`config.mk`:
```
export PLATFORM = sky130hd
export DESIGN_NAME = mips_muldiv_unit
export DESIGN_NICKNAME = d
export VERILOG_FILES = /design/src/rtl/mips_muldiv_unit.sv
export SDC_FILE = /design/constraint.sdc
export NUM_CORES = 1
export LEC_CHECK = 0
export ABC_AREA = 1
export ABC_CLOCK_PERIOD_IN_PS = 5400
export BUFFER_PORTS_ARGS = -buffer_cell sky130_fd_sc_hd__buf_2
export CORE_AREA = 8 8 224 226
export CTS_CLUSTER_SIZE = 14
export DETAILED_ROUTE_END_ITERATION = 6
export DIE_AREA = 0 0 232 234
export GPL_TIMING_DRIVEN = 0
export PLACE_DENSITY = 0.62
export REMOVE_ABC_BUFFERS = 1
export SETUP_SLACK_MARGIN = 0.15
export SKIP_LAST_GASP = 1
export SLEW_MARGIN = 25
export SYNTH_ARGS = -nofsm -noshare
export SYNTH_HDL_FRONTEND = slang
export SYNTH_SLANG_ARGS = --single-unit
```
`constraint.sdc`:
```
create_clock -name clk -period 5.4 [get_ports clk]
set_clock_uncertainty 0.05 [all_clocks]
set_input_delay 0.27 -clock clk [delete_from_list [all_inputs] [get_ports clk]]
set_output_delay 0.27 -clock clk [all_outputs]
set_load 0.1 [all_outputs]
```
`src/rtl/mips_muldiv_unit.sv`:
```
// Iterative unsigned multiply/divide unit for the MIPS32 EX stage: shift-add MUL(LO/HI),
// restoring DIV/REM, one bit per clock, with valid/ready handshakes, a destination tag and flush.
module mips_muldiv_unit #(
    parameter int WIDTH = 32,
    parameter int TAG_W = 5,
    parameter int CNT_W = $clog2(WIDTH) + 1
) (
    input  logic             clk,
    input  logic             reset_n,
    input  logic             start_valid,
    output logic             start_ready,
    input  logic [1:0]       op,
    input  logic [WIDTH-1:0] opa,
    input  logic [WIDTH-1:0] opb,
    input  logic [TAG_W-1:0] tag_in,
    input  logic             flush,
    output logic             res_valid,
    input  logic             res_ready,
    output logic [WIDTH-1:0] result,
    output logic [TAG_W-1:0] tag_out,
    output logic             div_by_zero,
    output logic             busy
);
    typedef enum logic [1:0] {S_IDLE, S_CALC, S_DONE} state_t;

    localparam logic [CNT_W-1:0] LAST = CNT_W'(WIDTH - 1);

    state_t             r_state;
    logic [1:0]         r_op;
    logic [WIDTH-1:0]   r_a;
    logic [WIDTH-1:0]   r_b;
    logic [TAG_W-1:0]   r_tag;
    logic [CNT_W-1:0]   r_cnt;
    logic [2*WIDTH-1:0] r_acc;
    logic [WIDTH:0]     r_rem;

    logic [WIDTH:0]     w_add;
    logic [2*WIDTH-1:0] w_prod_nx;
    logic [WIDTH:0]     w_rem_sh;
    logic               w_ge;
    logic [WIDTH:0]     w_rem_nx;
    logic [WIDTH-1:0]   w_quo_nx;
    logic [WIDTH-1:0]   w_res;

    // r_acc holds {product high, multiplier} for MUL, and the dividend/quotient in its low half for DIV.
    always_comb begin
        w_add     = {1'b0, r_acc[2*WIDTH-1:WIDTH]} + (r_acc[0] ? {1'b0, r_a} : '0);
        w_prod_nx = {w_add, r_acc[WIDTH-1:1]};
        w_rem_sh  = {r_rem[WIDTH-1:0], r_acc[WIDTH-1]};
        w_ge      = (w_rem_sh >= {1'b0, r_b});
        w_rem_nx  = w_ge ? (w_rem_sh - {1'b0, r_b}) : w_rem_sh;
        w_quo_nx  = {r_acc[WIDTH-2:0], w_ge};
        case (r_op)
            2'b00:   w_res = w_prod_nx[WIDTH-1:0];
            2'b01:   w_res = w_prod_nx[2*WIDTH-1:WIDTH];
            2'b10:   w_res = w_quo_nx;
            default: w_res = w_rem_nx[WIDTH-1:0];
        endcase
    end

    always_ff @(posedge clk or negedge reset_n) begin
        if (!reset_n) begin
            r_state     <= S_IDLE;
            r_op        <= '0;
            r_a         <= '0;
            r_b         <= '0;
            r_tag       <= '0;
            r_cnt       <= '0;
            r_acc       <= '0;
            r_rem       <= '0;
            result      <= '0;
            tag_out     <= '0;
            res_valid   <= 1'b0;
            div_by_zero <= 1'b0;
            busy        <= 1'b0;
            start_ready <= 1'b1;
        end else if (flush) begin
            r_state     <= S_IDLE;
            res_valid   <= 1'b0;
            busy        <= 1'b0;
            start_ready <= 1'b1;
        end else begin
            case (r_state)
                S_IDLE: begin
                    if (start_valid) begin
                        r_op        <= op;
                        r_a         <= opa;
                        r_b         <= opb;
                        r_tag       <= tag_in;
                        r_cnt       <= '0;
                        r_rem       <= '0;
                        busy        <= 1'b1;
                        start_ready <= 1'b0;
                        if (op[1] && (opb == '0)) begin
                            r_state <= S_DONE;
                            r_acc   <= '0;
                        end else begin
                            r_state <= S_CALC;
                            r_acc   <= {{WIDTH{1'b0}}, (op[1] ? opa : opb)};
                        end
                    end
                end
                S_CALC: begin
                    r_cnt <= r_cnt + 1'b1;
                    if (r_op[1]) begin
                        r_acc <= {r_acc[2*WIDTH-1:WIDTH], w_quo_nx};
                        r_rem <= w_rem_nx;
                    end else begin
                        r_acc <= w_prod_nx;
                    end
                    if (r_cnt == LAST) begin
                        r_state     <= S_DONE;
                        res_valid   <= 1'b1;
                        result      <= w_res;
                        tag_out     <= r_tag;
                        div_by_zero <= 1'b0;
                    end
                end
                S_DONE: begin
                    // Only the divide-by-zero path enters DONE without a result; publish it one edge later.
                    if (!res_valid) begin
                        res_valid   <= 1'b1;
                        result      <= r_op[0] ? r_a : '1;
                        tag_out     <= r_tag;
                        div_by_zero <= 1'b1;
                    end else if (res_ready) begin
                        r_state     <= S_IDLE;
                        res_valid   <= 1'b0;
                        busy        <= 1'b0;
                        start_ready <= 1'b1;
                    end
                end
                default: r_state <= S_IDLE;
            endcase
        end
    end
endmodule
```
==> reports/metrics.cfg <==
[timing]
worst_hold_slack_ps = 23.68
finalSetupViolCount = 0
slew_violations = 0
worst_pin_slew_ps = 1019
rsz0062_at_grt = no
period_needed_ps = 3809
slew_headroom = 0.3209
max_freq_ghz = 0.2625
fin_crit_sh = 0.7054
hold_viol_final = 0

[global_routing]
grt_max_degree = 67
overflow = 0
grt_pass1_vias = 16460
grt_usage = 0.2104
antenna_found_initial = 0
grt_pass1_wl_um = 91070

[clocking]
cts_inserted_buffers = 27
cts_tree = built
cts_setup_buffers = 0
cts_hold_buf = 50
clock-sinks = 216
clkLatencyLatePin_ps = 570
clkTransAtPathRegs_ps = 60
cts-root-buf = clkbuf_16
clockBufferDepth = 3
cts_resized = 0
cts_max_level = 1

[setup_path]
worstSetupPathType = flip-flop to flip-flop
crit_arrival_ps = 4270
worst-path-buf-inv = 3
crit_chain = clkinv_2 -> nor2_4 -> inv_1 -> o21bai_1 -> inv_1 -> nand3_1 -> nand2_1 -> nand2_1
cp-end-kind = flip-flop
worstPathRequired_ps = 5860
crit_slowest_cell = dfrtp_1
cp_max_fo = 34
path_delay_family = buffers and inverters
critPathMaxStageDelay_ps = 1010
critPathLaunchType = flip-flop

[synthesis]
ys_seq_area_frac = 0.3344
synth_cells = 2532
yosysWarnings = 0
yosysTopAreaCellShare = 0.3328
ys_top_cells_by_area = dfrtp_1 33%, nand2_1 21%, inv_1 9.5%, nand3_1 5.5%, o21ai_0 5.3%
synthFlopType = dfrtp_1
synth.distinct_cells = 46
synth_area_um2 = 16170
syn_area_per_cell_um2 = 6.384
ys_ff_latch = 216
synth_edf_count = 0
synthArstFlopShare = 1.000
yosysTopAreaCell = dfrtp_1

[route]
drt-wirelength-per-cell_um = 17.66
vias_per_cell = 5.144
drt_first_iter_violations = 1514
ant_nets = 0
num_vias = 16910
drc_errors = 0
wl_um = 58030
dr.pass1.iters = 6

[die]
io_pins = 117
row_count = 80
die_w_um = 232
core-area_um2 = 46840
die_y_um = 234
dieArea_um2 = 54290
start_util = 0.3451

[placement]
dp_hpwl_um = 44160
portBuffers = 116
gp_congestion = 0.9479

[pwr]
powerDensity_nw_per_um2 = 655.8
vdd_ir_drop_max_mv = 0.2499
leakagePower_nw = 10.76

[layout]
nets = 2798
final_util = 0.4058
areaGrowthSynthToFinish_pct = 17.61
layout_commonest_cell = nand2_1
drive_gt1_frac = 0.09057
antennaDiodeCount = 0
fillerInstances = 5009
final_cell_mix = 924 x nand2_1, 407 x inv_1, 214 x dfrtp_1

[run]
cap_violations = 0

[worst_hold_path]
hold_class = primary input to flip-flop

[status]
status = finished clean

[worst reg2reg max path, stage by stage, from the launching register on]
cell and delay [ps]:
dfrtp_1 1010, clkinv_2 930, nor2_4 900, inv_1 270
o21bai_1 250, inv_1 60, nand3_1 80, nand2_1 150
nand2_1 90
[logic make-up (layout without fill, tap and decap cells)]
group,after synthesis,count (layout),share of synthesized area
AOI/OAI and AO/OA,336,336,0.1151
DFF,216,216,0.3344
and+or+nand+nor,1340,1340,0.3384
muxes,27,27,0.01881
xor gates and xnor gates,32,32,0.01734
buffers and inverters,511,651,0.1208
adders and majority gates,70,70,0.05511
[per-layer routing]
metal | vias up | track usage | share of wire
met5 | - | 0 | 0
met4 | 0 | 0.07397 | 0.033
met3 | 108 | 0.02153 | 0.065
met2 | 601 | 0.3540 | 0.47
met1 | 7996 | 0.2787 | 0.43
li1 | 8203 | - | -
[power breakdown]
part	leakage [nW]	switching (W)	internal [W]
Combinational	7.55	0.00553	0.00224
Clock	0.457	0.000775	0.00113
Sequential	2.75	0.000509	0.00229
Total	10.8	0.00681	0.00565
[state kept, by name, summed over array words and instances, names as in the netlist, 5 cells and up]
| name | cells |
|---|---|
| r_tag | 5 |
| r_b | 32 |
| r_acc | 64 |
| r_a | 32 |
| result | 32 |
| r_rem | 32 |
| tag_out | 5 |
| r_cnt | 6 |
[synthesized netlist by cell type, types with 28 or more instances]
library cell	n
ha_1	68
a21oi_1	87
xor2_1	28
inv_1	408
nor3_1	44
dfrtp_1	215
clkbuf_1	75
nor2_1	145
nand2_1	924
o21ai_0	171
nand3_1	177
[area by class of cell]
cell class | count | area [um2] | area share
well taps | 615 | 769.5 | 0.04047
inverters | 417 | 1572 | 0.08266
clock buffers | 33 | 748.2 | 0.03936
flip-flops and latches | 216 | 5408 | 0.2844
clock inverters | 16 | 171.4 | 0.009016
repair buffers | 185 | 1478 | 0.07772
multi-input cells | 1805 | 8866 | 0.4663
[final timing paths]
kind                                   startpoint                      to  slack (ps)  depth (start not counted)
setup / recovery              r_op[0]$_DFFE_PN0P_  result[14]$_DFFE_PN0P_        1590                          8
hold reg to reg            result[18]$_DFFE_PN0P_  result[18]$_DFFE_PN0P_         420                          2
hold / removal                            opb[10]     r_b[10]$_DFFE_PN0P_          20                          3
setup reg to reg              r_op[0]$_DFFE_PN0P_  result[14]$_DFFE_PN0P_        1590                          8
min in group asynchronous                 reset_n  result[17]$_DFFE_PN0P_         120                          2
max in group asynchronous                 reset_n    r_acc[0]$_DFFE_PN0P_        3850                          5
[per-stage QoR]
step           setup WS, ps  instance area, um2  instances  power [W]  TNS (ps)
2_1_floorplan         455.3               15780       2438   0.008157         0
3_3_place_gp          -3658               17130       3169    0.01032   -219290
3_5_place_dp           1829               17560       3187    0.01040         0
4_1_cts                1713               18980       3286    0.01239         0
5_1_grt                1598               19010       3287    0.01346         0
6_report               1591               19010       3287    0.01247         0
No activity file was read; power rests on OpenSTA's default activity.
